===== config.mk =====
export PLATFORM = sky130hd
export DESIGN_NAME = ecc_encoder_pipe
export DESIGN_NICKNAME = d
export VERILOG_FILES = /design/src/rtl/ecc_pkg.sv /design/src/rtl/ecc_parity_gen.sv /design/src/rtl/ecc_encoder_pipe.sv
export SDC_FILE = /design/constraint.sdc
export NUM_CORES = 1
export LEC_CHECK = 0
export ABC_CLOCK_PERIOD_IN_PS = 3100
export BUFFER_PORTS_ARGS = -buffer_cell sky130_fd_sc_hd__buf_2
export CAP_MARGIN = 10
export CELL_PAD_IN_SITES_DETAIL_PLACEMENT = 0
export CELL_PAD_IN_SITES_GLOBAL_PLACEMENT = 1
export CORE_UTILIZATION = 37
export CTS_BUF_LIST = sky130_fd_sc_hd__clkbuf_8
export DETAILED_ROUTE_END_ITERATION = 7
export PLACE_DENSITY = 0.81
export SYNTH_ARGS = -nofsm -noshare
export SYNTH_HDL_FRONTEND = slang
export SYNTH_HIERARCHICAL = 1
export SYNTH_SLANG_ARGS = --single-unit

===== constraint.sdc =====
create_clock -name clk -period 3.1 [get_ports clk]
set_input_delay 0.155 -clock clk [delete_from_list [all_inputs] [get_ports clk]]
set_output_delay 0.155 -clock clk [all_outputs]
set_load 0.02 [all_outputs]

===== src/rtl/ecc_pkg.sv =====
// Shared SECDED definitions: width_sel encodings, per-size data/parity counts and
// the data-bit to Hamming-position table used by both encoder and decoder.
package ecc_pkg;

    typedef enum logic [1:0] {
        ECC_SMALL   = 2'b00,
        ECC_MEDIUM  = 2'b01,
        ECC_LARGE   = 2'b10,
        ECC_ILLEGAL = 2'b11
    } ecc_width_e;

    localparam int ECC_DATA_SMALL  = 4;
    localparam int ECC_DATA_MEDIUM = 11;
    localparam int ECC_DATA_LARGE  = 26;

    // Parity counts include the overall parity bit.
    localparam int ECC_PAR_SMALL  = 4;
    localparam int ECC_PAR_MEDIUM = 5;
    localparam int ECC_PAR_LARGE  = 6;

    // p(j): the (j+1)-th non-power-of-two position >= 3.
    localparam logic [4:0] ECC_POS [0:ECC_DATA_LARGE-1] = '{
        5'd3,  5'd5,  5'd6,  5'd7,  5'd9,  5'd10, 5'd11, 5'd12, 5'd13,
        5'd14, 5'd15, 5'd17, 5'd18, 5'd19, 5'd20, 5'd21, 5'd22, 5'd23,
        5'd24, 5'd25, 5'd26, 5'd27, 5'd28, 5'd29, 5'd30, 5'd31
    };

    function automatic int ecc_data_bits(input logic [1:0] sel);
        case (sel)
            ECC_SMALL:  return ECC_DATA_SMALL;
            ECC_MEDIUM: return ECC_DATA_MEDIUM;
            ECC_LARGE:  return ECC_DATA_LARGE;
            default:    return 0;
        endcase
    endfunction

endpackage


===== src/rtl/ecc_parity_gen.sv =====
// Combinational SECDED parity generator: Hamming parity, overall parity and the
// assembled codeword {0, P_top, P_k-1..P_0, data} for the selected size.
module ecc_parity_gen
    import ecc_pkg::*;
(
    input  logic [ECC_DATA_LARGE-1:0] data,
    input  logic [1:0]                width_sel,
    output logic [5:0]                parity,
    output logic [31:0]               codeword
);

    logic [ECC_DATA_LARGE-1:0] data_m;
    logic [4:0]                ham;
    logic                      p_top;
    int                        n_bits;

    // Hamming parity vector is the XOR of the positions of all set data bits;
    // positions never exceed the size's parity width, so upper bits stay zero.
    always_comb begin
        n_bits = ecc_data_bits(width_sel);
        data_m = '0;
        ham    = '0;
        for (int j = 0; j < ECC_DATA_LARGE; j++) begin
            if (j < n_bits && data[j]) begin
                data_m[j] = 1'b1;
                ham       = ham ^ ECC_POS[j];
            end
        end
        p_top  = (^data_m) ^ (^ham);
        parity = {p_top, ham};
        case (width_sel)
            ECC_SMALL:  codeword = {24'b0, p_top, ham[2:0], data_m[3:0]};
            ECC_MEDIUM: codeword = {16'b0, p_top, ham[3:0], data_m[10:0]};
            ECC_LARGE:  codeword = {p_top, ham, data_m};
            default:    codeword = '0;
        endcase
    end

endmodule


===== src/rtl/ecc_encoder_pipe.sv =====
// Two-stage pipelined SECDED encoder with valid/ready flow control on both sides.
// Optional ECC_ENC_ERR_INJECT_EN adds inject_en/inject_mask for deliberate error injection.
module ecc_encoder_pipe
    import ecc_pkg::*;
#(
    parameter int DATA_WIDTH = 32,
    parameter int AMBA_WORD  = 32,
    parameter int CNT_WIDTH  = 16
) (
    input  logic                  clk,
    input  logic                  rst,
    input  logic                  in_valid,
    output logic                  in_ready,
    input  logic [DATA_WIDTH-1:0] data_in,
    input  logic [1:0]            width_sel,
    output logic                  out_valid,
    input  logic                  out_ready,
    output logic [AMBA_WORD-1:0]  codeword_out,
    output logic                  out_err,
    output logic [CNT_WIDTH-1:0]  word_cnt
`ifdef ECC_ENC_ERR_INJECT_EN
    ,
    input  logic                  inject_en,
    input  logic [AMBA_WORD-1:0]  inject_mask
`endif
);

    logic                      s1_valid_q, s1_valid_d;
    logic [ECC_DATA_LARGE-1:0] s1_data_q, s1_data_d;
    logic [1:0]                s1_sel_q, s1_sel_d;
    logic                      out_valid_q, out_valid_d;
    logic [AMBA_WORD-1:0]      codeword_q, codeword_d;
    logic                      out_err_q, out_err_d;
    logic [CNT_WIDTH-1:0]      word_cnt_q, word_cnt_d;
    logic                      s2_load, in_fire;
    logic [31:0]               gen_cw;
    logic [AMBA_WORD-1:0]      cw_final;
    logic [5:0]                gen_parity_unused;
    logic                      unused_hi;

    assign unused_hi = ^data_in[DATA_WIDTH-1:ECC_DATA_LARGE];

    ecc_parity_gen u_parity_gen (
        .data      (s1_data_q),
        .width_sel (s1_sel_q),
        .parity    (gen_parity_unused),
        .codeword  (gen_cw)
    );

`ifdef ECC_ENC_ERR_INJECT_EN
    logic                 s1_inj_en_q, s1_inj_en_d;
    logic [AMBA_WORD-1:0] s1_inj_mask_q, s1_inj_mask_d;
    logic [AMBA_WORD-1:0] size_mask;

    always_comb begin
        s1_inj_en_d   = s1_inj_en_q;
        s1_inj_mask_d = s1_inj_mask_q;
        if (in_fire) begin
            s1_inj_en_d   = inject_en;
            s1_inj_mask_d = inject_mask;
        end
        case (s1_sel_q)
            ECC_SMALL:  size_mask = 32'h0000_00FF;
            ECC_MEDIUM: size_mask = 32'h0000_FFFF;
            ECC_LARGE:  size_mask = 32'hFFFF_FFFF;
            default:    size_mask = '0;
        endcase
        cw_final = gen_cw ^ (s1_inj_en_q ? (s1_inj_mask_q & size_mask) : '0);
    end

    always_ff @(posedge clk) begin
        if (!rst) begin
            s1_inj_en_q   <= 1'b0;
            s1_inj_mask_q <= '0;
        end else begin
            s1_inj_en_q   <= s1_inj_en_d;
            s1_inj_mask_q <= s1_inj_mask_d;
        end
    end
`else
    assign cw_final = gen_cw;
`endif

    always_comb begin
        s2_load  = !out_valid_q || out_ready;
        in_ready = !s1_valid_q || s2_load;
        in_fire  = in_valid && in_ready;

        s1_valid_d  = s1_valid_q;
        s1_data_d   = s1_data_q;
        s1_sel_d    = s1_sel_q;
        out_valid_d = out_valid_q;
        codeword_d  = codeword_q;
        out_err_d   = out_err_q;
        word_cnt_d  = word_cnt_q;

        if (in_ready) begin
            s1_valid_d = in_valid;
        end
        if (in_fire) begin
            s1_data_d = data_in[ECC_DATA_LARGE-1:0];
            s1_sel_d  = width_sel;
        end
        // Output data only changes on a real load so stalled values stay put.
        if (s2_load) begin
            out_valid_d = s1_valid_q;
            if (s1_valid_q) begin
                codeword_d = cw_final;
                out_err_d  = (s1_sel_q == ECC_ILLEGAL);
            end
        end
        if (out_valid_q && out_ready) begin
            word_cnt_d = word_cnt_q + 1'b1;
        end
    end

    always_ff @(posedge clk) begin
        if (!rst) begin
            s1_valid_q  <= 1'b0;
            s1_data_q   <= '0;
            s1_sel_q    <= '0;
            out_valid_q <= 1'b0;
            codeword_q  <= '0;
            out_err_q   <= 1'b0;
            word_cnt_q  <= '0;
        end else begin
            s1_valid_q  <= s1_valid_d;
            s1_data_q   <= s1_data_d;
            s1_sel_q    <= s1_sel_d;
            out_valid_q <= out_valid_d;
            codeword_q  <= codeword_d;
            out_err_q   <= out_err_d;
            word_cnt_q  <= word_cnt_d;
        end
    end

    assign out_valid    = out_valid_q;
    assign codeword_out = codeword_q;
    assign out_err      = out_err_q;
    assign word_cnt     = word_cnt_q;

endmodule

==> Yosys cells after proc, flatten, opt, wreduce, memory -nomap -nowiden <==
Index checks and enable logic that the tools add are counted.
{ "word_totals": {"wordCells": 153, "regBits": 79} }
{ "op_classes": {"reduce_logical": 36, "n_mux": 54, "bitwise": 26, "magnitude_cmp": 26, "eq_ne": 3, "addsub": 1} }
{ "op_table": {"columns": ["op", "count"], "rows": [
  ["$pmux W32 S3", 1],
  ["$mux W5", 15],
  ["$lt A5 B5 Y1 const A", 10],
  ["$lt A4 B5 Y1 const A", 8],
  ["$not A3 Y3", 10],
  ["$logic_and A1 B1 Y1", 28],
  ["$mux W4", 7],
  ["$mux W1", 26],
  ["$reduce_xor A26 Y1", 1],
  ["$lt A3 B5 Y1 const A", 4],
  ["$not A4 Y4", 5],
  ["$add A16 B1 Y16 const B", 1],
  ["$pmux W5 S3", 1],
  ["$not A2 Y2", 6],
  ["$lt A1 B5 Y1 const A", 2],
  ["$lt A2 B5 Y1 const A", 2],
  ["$mux W3", 3],
  ["$not A1 Y2", 3],
  ["$not A5 Y5", 1],
  ["$reduce_xor A5 Y1", 1],
  ["$eq A2 B2 Y1 const B", 2],
  ["$eq A2 B1 Y1 const B", 1],
  ["$logic_not A1 Y1", 2],
  ["$logic_not A2 Y1", 1],
  ["4 further kinds", 5]
]} }

==> Depth between registers and ports, before layout <==
Gate-level depths: netlist of run 1.
{ "depth": {"ltp_word": 58, "ltp_mapped": 12} }

==> By module <==
The synthesis of run 1 kept the hierarchy.
{ "modules_own_cells": {"columns": ["mod", "area_per_inst_um2", "n_inst", "cells_per_inst", "seq_area_each_um2"], "rows": [
  ["ecc_encoder_pipe", 2870.3, 1, 357, 1581.5],
  ["ecc_parity_gen", 1086.0, 1, 139, 0.0]
]} }

==> Worst setup path after synthesis of run 1 <==
OpenSTA, ideal clock, no wires.
{ "synth_timing": {"path_type": "flip-flop to flip-flop", "startpoint": "register s1_sel_q[0]", "endpoint": "register codeword_q[15], in the netlist codeword_out[15]", "stages_incl_launch_ff": 12, "synth_period_minus_slack_ns": 3.090, "required_time_ns": 3.030, "arrival_ns": 3.020, "path_slack_ns": 0.010, "path_cell_list": "dfxtp_1 > inv_1 > ha_1 > nor2b_1 > a21oi_1 > xnor3_1 > xor2_4 > xnor3_1 > or4b_4 > o211ai_2 > nand2_1 > a21oi_1"} }
{ "synth_between": {"elab_cells_between_ends": 137, "classes_between": "order compare: 26; eq/ne: 2; mux: 54; bitwise: 26; reduce/logical: 29"} }
{ "synth_lines": {"columns": ["item", "line", "rtl"], "rows": [
  ["from (decl)", "ecc_encoder_pipe.sv:30", "logic [1:0] s1_sel_q, s1_sel_d;"],
  ["from (signal assigned)", "ecc_encoder_pipe.sv:129", "s1_sel_q <= s1_sel_d;"],
  ["$eq A2 B2 Y1 (tied with other cells)", "ecc_pkg.sv:29", "case (sel)"],
  ["$pmux W5 S3 *", "ecc_pkg.sv:29", null],
  ["$lt A1 B5 Y1", "ecc_parity_gen.sv:24", "if (j < n_bits && data[j]) begin"],
  ["$logic_and A1 B1 Y1", "ecc_parity_gen.sv:24", null],
  ["$mux W3", "ecc_parity_gen.sv:24", null],
  ["$not A2 Y2 (no source line)", null, null],
  ["$mux W3", "ecc_parity_gen.sv:24", null],
  ["$not A3 Y3 (no source line)", null, null],
  ["(+32 left out)", null, null],
  ["$mux W5", "ecc_parity_gen.sv:24", null],
  ["$not A5 Y5 (no source line)", null, null],
  ["$mux W5 *", "ecc_parity_gen.sv:24", null],
  ["named net gen_parity_unused[2]", "ecc_encoder_pipe.sv:38", "logic [5:0] gen_parity_unused;"],
  ["$reduce_xor A5 Y1 *", "ecc_parity_gen.sv:29", "p_top = (^data_m) ^ (^ham);"],
  ["$xor A1 B1 Y1 *", "ecc_parity_gen.sv:29", null],
  ["$pmux W32 S3 *", "ecc_parity_gen.sv:31", "case (width_sel)"],
  ["named net cw_final[15]", "ecc_encoder_pipe.sv:37", "logic [AMBA_WORD-1:0] cw_final;"],
  ["to (signal assigned)", "ecc_encoder_pipe.sv:131", "codeword_q <= codeword_d;"],
  ["to (decl)", "ecc_encoder_pipe.sv:32", "logic [AMBA_WORD-1:0] codeword_q, codeword_d;"]
]} }
The timed path passes the listed nets; every way through them passes the cells marked *.
A chain may end at the register's enable or synchronous reset.

==> Worst setup path in the final report of run 1 <==
{ "layout_timing": {"startpoint": "register s1_sel_q[0]", "endpoint": "register codeword_q[15], in the netlist codeword_out[15]"} }
{ "layout_between": {"elab_chain_cells": 47, "elab_cells_between_ends": 137, "classes_between": "order compare: 26; eq/ne: 2; mux: 54; bitwise: 26; reduce/logical: 29"} }
{ "layout_rtl": {"columns": ["item", "line"], "rows": [
  ["$eq A2 B2 Y1 (tied with other cells)", "ecc_pkg.sv:29"],
  ["$pmux W5 S3 *", "ecc_pkg.sv:29"],
  ["$lt A1 B5 Y1", "ecc_parity_gen.sv:24"],
  ["$logic_and A1 B1 Y1", "ecc_parity_gen.sv:24"],
  ["$mux W2", "ecc_parity_gen.sv:24"],
  ["$not A1 Y2 (no source line)", null],
  ["$mux W3 (2 in series)", "ecc_parity_gen.sv:24"],
  ["$not A3 Y3 (no source line)", null],
  ["(+31 left out)", null],
  ["$mux W5 (2 in series)", "ecc_parity_gen.sv:24"],
  ["$not A5 Y5 (no source line)", null],
  ["$mux W5 *", "ecc_parity_gen.sv:24"],
  ["named net gen_parity_unused[0]", "ecc_encoder_pipe.sv:38"],
  ["$reduce_xor A5 Y1 *", "ecc_parity_gen.sv:29"],
  ["$xor A1 B1 Y1 *", "ecc_parity_gen.sv:29"],
  ["$pmux W32 S3 *", "ecc_parity_gen.sv:31"],
  ["named net cw_final[15]", "ecc_encoder_pipe.sv:37"]
]} }
Marks and branches as above.

==> results.toml, run 1 <==
[status]
outcome = "complete, no violations"

[logic_synthesis]
syn_area_per_cell_um2 = 7.986
synthesis.nets = 538
synth_cells = 494
syn_area_um2 = 3945
yosysWarnings = 6

[finish]
nNetsFinal = 622
drive_above_1_share_pct = 23.50
final_cell_area_um2 = 4748
final.fill_count = 1050
syn_to_final_growth_pct = 20.36

[place]
place.gp.congestion = 0.8591
hpwlAfterDp_um = 6580
dpl_cell_area_um2 = 4542
place_ws_ns = 0.002081
port_buffers = 82

[grt]
grt_max_degree = 80
antenna_found_initial = 0
grt_usage_pct = 17.30
grt_pass1_vias = 3295
grt_pass1_wl_um = 15260
grt_overflow_total = 0

[power]
p_leak_nw = 1.995
clkPwrFrac_pct = 28.8
switching_share_pct = 29.43
comb_power_share_pct = 23.8
vdd.ir_drop.worst_mv = 0.1674
power.internal_mw = 1.605
p_seq_share_pct = 47.5
p_per_area_nw_per_um2 = 479.0
switching_power_uw = 669.4

[setup_path]
end_kind = "flip-flop"
path_max_fanout = 6
required_ns = 3.37
slowest_delay_ns = 0.54
cp_slowest_cell = "or4b_4"
crit_arrival_ns = 3.22
worstSetupPathType = "reg2reg"
crit_chain = "buf_4 > ha_1 > nor2_2 > xnor2_2 > xnor3_1 > xnor2_2 > xnor3_1 > or4b_4 > o211ai_2 > nand2_1 > a21oi_1"
path_delay_family = "XOR/XNOR gates"
startpoint_type = "flip-flop"
path_buf_inv = 1

[timing]
setup_viol = 0
hold_violations = 0
layout_min_cycle_time_ns = 2.954
finClkSkew_ns = 0.01134
maxSlewViolCount = 0
grt_setup_unrepaired = "no"
max-slew-margin-rel_pct = 35.35
timing.final.ws_setup_ns = 0.1463
worstMarginPinSlew_ns = 0.9674
fmax_mhz = 338.6
hold_slack_ns = 0.03075
timing.final.crit_share_pct = 95.28
tns_ns = 0

[clock_tree]
clock_path_buffers = 2
h-tree-depth = 3
clock_latency_ns = 0.35
clock-sinks = 79
clk_pin_slew_ns = 0.08
cts_tree = "yes"
cts_hold_buf = 0
cts_made_buffers = 9
cts-root-buf = "clkbuf_8"

[detailed_routing]
dr.pass1.iters = 4
routedWlPerCell_um = 12.55
drt_iter0_markers = 98
vias = 3396
ant_nets = 0
vias_per_cell = 4.717
routed_wl_um = 9037
drc = 0

[die]
dieWidth_um = 105.3
core_um2 = 10320
dieArea_um2 = 11080
start_util_pct = 38.21
io_pins = 89
dieHeight_um = 105.3
fp-row-count = 37

[run]
maxCapViolations = 0

[worst_hold_path]
hold_path_class = "in2reg"
[cells in the final DEF (no fill, tap or decap), drive strengths merged, types with 4 or more instances in the layout]
| cell | instances |
|---|---|
| clkbuf | 9 |
| a22o | 4 |
| o21ai | 4 |
| ha | 6 |
| dfxtp | 79 |
| xnor3 | 8 |
| nor2b | 9 |
| nand2 | 145 |
| and2 | 18 |
| inv | 8 |
| nor2 | 27 |
| xnor2 | 33 |
| a21oi | 73 |
| buf | 99 |
| nand4 | 5 |
| xor2 | 17 |
| nand3 | 7 |
[worst min-delay path: stages]
cell and delay, ns:
buf_2 0.09, nand2_1 0.05, a21oi_1 0.05
[layer usage]
metal  part of all wire [%]  track usage, %
met4                    1.7           6.439
met3                    5.9           6.061
met5                      0               0
met2                     46           28.76
met1                     46           20.48
[flip-flops by register name, summed over array words and instances, names as in the netlist]
signal        cells
s1_valid_q        1
s1_data_q        26
word_cnt         16
codeword_out     32
s1_sel_q          2
out_err           1
out_valid         1
[through the flow]
stage | power [mW] | cells | utilization (%)
after floorplan | 1.494 | 494 | -
after global placement | 1.620 | 702 | 43.99
after detailed placement | 1.631 | 702 | 43.99
after CTS | 2.295 | 718 | 45.68
after global routing | 2.397 | 719 | 45.97
final | 2.274 | 720 | 45.99
[area by class of cell]
| class | count | area (um2) | share of cell area [%] |
|---|---|---|---|
| antenna | 1 | 2.502 | 0.05270 |
| clock buffer | 9 | 123.9 | 2.609 |
| clock inverter | 7 | 41.29 | 0.8696 |
| inverter | 7 | 26.28 | 0.5534 |
| multi-input combinational | 382 | 2263 | 47.67 |
| sequential | 79 | 1583 | 33.33 |
| tap | 136 | 170.2 | 3.584 |
| timing repair buffer | 99 | 538.0 | 11.33 |
[worst paths after layout]
path                     from               end  slack [ns]  cells after the start
min               data_in[19]     s1_data_q[19]        0.03                      3
max               s1_sel_q[0]  codeword_out[15]        0.15                     11
min reg2reg  codeword_out[10]  codeword_out[10]        0.45                      2
max reg2reg       s1_sel_q[0]  codeword_out[15]        0.15                     11
[timing repair]
action,CTS,global route
pin swaps,2,2
setup buffers,0,1
cloned,0,0
endpoints found under the setup margin,1,3
resized for setup,2,5
[power groups by stage]
stage	Combinational, mW	Clock, mW	Sequential, mW
6_report	0.541	0.655	1.08
3_3_place_gp	0.518	0	1.10
3_5_place_dp	0.528	0	1.10
5_1_grt	0.589	0.723	1.08
4_1_cts	0.533	0.683	1.08
2_1_floorplan	0.381	0	1.11
Note: power is estimated with default switching activity, not from simulation.
==> inputs of run 2 (changes only) <==
Settings changed: ABC_AREA from default to 1, CORE_MARGIN from default to 10, CORE_UTILIZATION 37 to 36, PLACE_DENSITY 0.81 to 0.82.
==> results.toml, run 2 <==
[clock_tree]
cts_tree = "yes"
post_cts_buffers = 0
cts_made_buffers = 9
clock_latency_ns = 0.37
h-tree-depth = 3
cts-root-buf = "clkbuf_8"
clk_pin_slew_ns = 0.08
cts_hold_buf = 0
clock-sinks = 79
post_cts_resized = 0
clock_path_buffers = 2

[grt]
grt_pass1_vias = 4771
grt_pass1_wl_um = 23070
grt_usage_pct = 15.22
grt_max_degree = 40
grt_overflow_total = 0
antenna_found_initial = 0

[detailed_routing]
drt_iter0_markers = 320
routed_wl_um = 14400
vias = 5116
routedWlPerCell_um = 13.09
ant_nets = 0
dr.pass1.iters = 5
drc = 0
vias_per_cell = 4.651

[worst_hold_path]
hold_start = "data_in[24]"
hold_path_class = "in2reg"

[logic_synthesis]
syn_area_per_cell_um2 = 5.972
yosysWarnings = 6
synth_cells = 838
syn_area_um2 = 5005
synthesis.nets = 882

[finish]
drive_above_1_share_pct = 18.59
fin_cells = 1100
final_cell_mix = "nand2_1, nor2_1, buf_2, inv_1, dfxtp_1"
layout_commonest_cell = "nand2_1"
final_cell_area_um2 = 5786
nNetsFinal = 960
largest_reg_flops = 32
syn_to_final_growth_pct = 15.60
n_antenna_cell = 0
final.fill_count = 1570

[timing]
fmax_mhz = 359.0
timing.final.crit_share_pct = 89.85
max-slew-margin-rel_pct = 58.34
hold_violations = 0
finClkSkew_ns = 0.008806
tns_ns = 0
worstMarginPinSlew_ns = 0.6248
grt_setup_unrepaired = "no"
layout_min_cycle_time_ns = 2.786
maxSlewViolCount = 0
setup_viol = 0
timing.final.ws_setup_ns = 0.3145

[die]
dieWidth_um = 137.9
io_pins = 89
fp-row-count = 43
start_util_pct = 36.34
dieArea_um2 = 19020
dieHeight_um = 137.9
core_um2 = 13770

[place]
place.gp.congestion = 0.8479
place_inst = 1085
hpwlAfterDp_um = 11270
port_buffers = 82
dpl_cell_area_um2 = 5575
place_ws_ns = 0.3263

[power]
p_per_area_nw_per_um2 = 469.3
p_leak_nw = 3.076
vdd.ir_drop.worst_mv = 0.1806
power_mw = 2.715

[setup_path]
reg2reg_from = "s1_sel_q[1]"
end_kind = "flip-flop"
path_max_fanout = 29
worstSetupPathType = "reg2reg"
crit_arrival_ns = 3.05
startpoint = "s1_sel_q[1]"
required_ns = 3.36
startpoint_type = "flip-flop"

[status]
outcome = "complete, no violations"

[run]
maxCapViolations = 0
==> run 2: routing by layer <==
metal,vias up,wire length [um],GRT usage (%)
met1,2251,6577,18.52
met5,-,0,0
li1,2769,-,-
met4,0,180,4.287
met2,78,6837,25.64
met3,18,806,4.239
==> run 2: stage by stage <==
| stage | hold WS [ns] | utilization, % |
|---|---|---|
| after detailed placement | 0.4066 | 40.48 |
| after floorplan | 0.3007 | - |
| final | 0.02132 | 42.01 |
| after global routing | 0.03331 | 42.01 |
| after global placement | 0.4021 | 40.48 |
| after CTS | 0.01055 | 41.92 |
==> run 2: critical path, stage by stage, from the launching register on <==
cell and delay [ns]:
dfxtp_1 0.33, buf_4 0.13, ha_1 0.19, buf_12 0.20
nand2_4 0.12, inv_1 0.16, nand2_1 0.07, nand2_1 0.12
xor2_1 0.16, nand2_1 0.09, nand2_1 0.11, nand2_1 0.08
nand2_1 0.14, nand3_1 0.11, nand2_2 0.10, inv_1 0.05
nand3_2 0.08, nand2_2 0.06, nand2_1 0.07, a21oi_2 0.05
o21ai_0 0.19, nor2_1 0.06
==> run 2: cell type report <==
cell class / instances / area (um2) / area share [%]
sequential: 79 / 1582 / 27.34
multi-input combinational: 639 / 2923 / 50.52
clock buffer: 11 / 151.4 / 2.617
clock inverter: 4 / 46.29 / 0.8002
tap: 180 / 225.2 / 3.893
timing repair buffer: 93 / 505.5 / 8.737
inverter: 94 / 352.8 / 6.099
==> run 2: report_power, final <==
group          leakage [nW]  switching (mW)  internal, mW
combinational          2.32           0.526         0.273
sequential            0.650          0.0529          1.07
clock                 0.103           0.383         0.407
==> run 2: path summary, 6_finish.rpt <==
| check | to | cells after the start | slack (ns) |
|---|---|---|---|
| min | s1_data_q[24] | 3 | 0.02 |
| max | codeword_out[15] | 21 | 0.31 |
| min reg2reg | out_err | 2 | 0.47 |
| max reg2reg | codeword_out[15] | 21 | 0.31 |
==> inputs of run 3 (changes only) <==
Settings changed: CELL_PAD_IN_SITES_DETAIL_PLACEMENT 0 to 2, CELL_PAD_IN_SITES_GLOBAL_PLACEMENT 1 to 2, CORE_UTILIZATION 36 to 27, PLACE_DENSITY 0.82 to 0.81.
==> results.toml, run 3 (same netlist as run 2, synthesis figures left out) <==
[timing]
timing.final.crit_share_pct = 90.96
tns_ns = 0
maxSlewViolCount = 0
fmax_mhz = 354.6
worstMarginPinSlew_ns = 0.6352
max-slew-margin-rel_pct = 57.59
hold_slack_ns = 0.02825
setup_viol = 0
grt_setup_unrepaired = "no"
hold_violations = 0
layout_min_cycle_time_ns = 2.820
finClkSkew_ns = 0.01265

[die]
fp-row-count = 49
dieWidth_um = 156.2
dieHeight_um = 156.2
core_um2 = 18090
io_pins = 89
dieArea_um2 = 24380
start_util_pct = 27.67

[grt]
busiest_layer = "met2"
use_met3_pct = 2.867
grt_pass1_wl_um = 31370
grt_max_degree = 36
antenna_found_initial = 0
grt_pass1_vias = 6210
grt.met1_usage_pct = 17.91
grt_usage_pct = 15.95
grt_overflow_total = 0
use_met2_pct = 29.22

[clock_tree]
h-tree-depth = 3
post_cts_resized = 0
clk_pin_slew_ns = 0.09
clock-sinks = 79
clock_latency_ns = 0.38
cts-root-buf = "clkbuf_8"
cts_made_buffers = 9
cts_hold_buf = 0
cts_tree = "yes"
clock_path_buffers = 2
post_cts_buffers = 0

[finish]
final_cell_mix = "nand2_1, nor2_1, buf_2, inv_1, dfxtp_1"
layout_commonest_cell = "nand2_1"
fin_cells = 1149
syn_to_final_growth_pct = 16.65
nNetsFinal = 959
drive_above_1_share_pct = 19.24
largest_reg_flops = 32
final_cell_area_um2 = 5838
n_antenna_cell = 0

[setup_path]
crit_arrival_ns = 3.14
slowest_delay_ns = 0.38
worstSetupPathType = "reg2reg"
path_max_fanout = 17
path_buf_inv = 3
path_delay_family = "simple AND/OR/NAND/NOR gates"
crit_chain = "inv_1 > ha_1 > buf_12 > nand3_1 > nand2_2 > nand2_2 > nand2_1 > nand2_1 > nand2_1 > nand2_1 > nand2_1 > nand2_1 > nand2_2 > inv_2 > nand2_1 > nand2_1 > nand2_1 > nand3_2 > nand2_2 > nand2_1 > a21oi_2 > o21ai_0 > nor2_1"
end_kind = "flip-flop"
cp_slowest_cell = "dfxtp_4"
critPathMostFrequentCell = "nand2_1"
required_ns = 3.42
startpoint_type = "flip-flop"

[detailed_routing]
vias_per_cell = 4.856
dr.pass1.iters = 4
drc = 0
vias = 5580
routedWlPerCell_um = 16.50
ant_nets = 0
routed_wl_um = 18960
drt_iter0_markers = 213

[power]
vdd.ir_drop.worst_mv = 0.1915
p_leak_nw = 3.067
p_per_area_nw_per_um2 = 465.3
power_mw = 2.717

[place]
port_buffers = 82
hpwlAfterDp_um = 15110
place.gp.congestion = 0.8096
place_inst = 1133
dpl_cell_area_um2 = 5642

[worst_hold_path]
hold_path_class = "in2reg"

[run]
maxCapViolations = 0

[status]
outcome = "complete, no violations"
[run 3: cell type report]
class,instances,area [um2]
clock buffers,10,137.6
multi-input cells,639,2928
inverters,94,352.8
fillers,2303,12250
repair buffers,92,510.5
clock inverters,6,37.54
flip-flops and latches,79,1585
well taps,229,286.5
[run 3: power by group]
part / internal (mW) / total (mW) / switching [mW]
clock: 0.308 / 0.722 / 0.414
sequential: 1.07 / 1.13 / 0.0594
combinational: 0.278 / 0.862 / 0.584
[run 3: metrics by stage]
stage | setup slack, ns | utilization, %
after detailed placement | 0.1214 | 31.19
final | 0.2801 | 32.28
after global routing | 0.01179 | 32.28
after floorplan | 0.6350 | -
after CTS | 0.07305 | 32.16
after global placement | 0.3096 | 31.19
[run 3: worst min-delay path, stage by stage]
cell     delay (ns)
buf_2          0.07
o21ai_0        0.07
nor2_1         0.08
[run 3: path summary, 6_finish.rpt]
| kind | start | endpoint | slack (ns) | cells past startpoint |
|---|---|---|---|---|
| min reg2reg | codeword_out[3] | codeword_out[3] | 0.49 | 2 |
| max reg2reg | s1_sel_q[1] | codeword_out[15] | 0.28 | 23 |
| min | data_in[16] | s1_data_q[16] | 0.03 | 3 |
| max | s1_sel_q[1] | codeword_out[15] | 0.28 | 23 |
[run 3: routing by layer]
layer | routed length, um | part of all wire [%]
met1 | 8154 | 43
met2 | 9811 | 52
met3 | 585 | 3.1
met4 | 410 | 2.2
met5 | 0 | 0
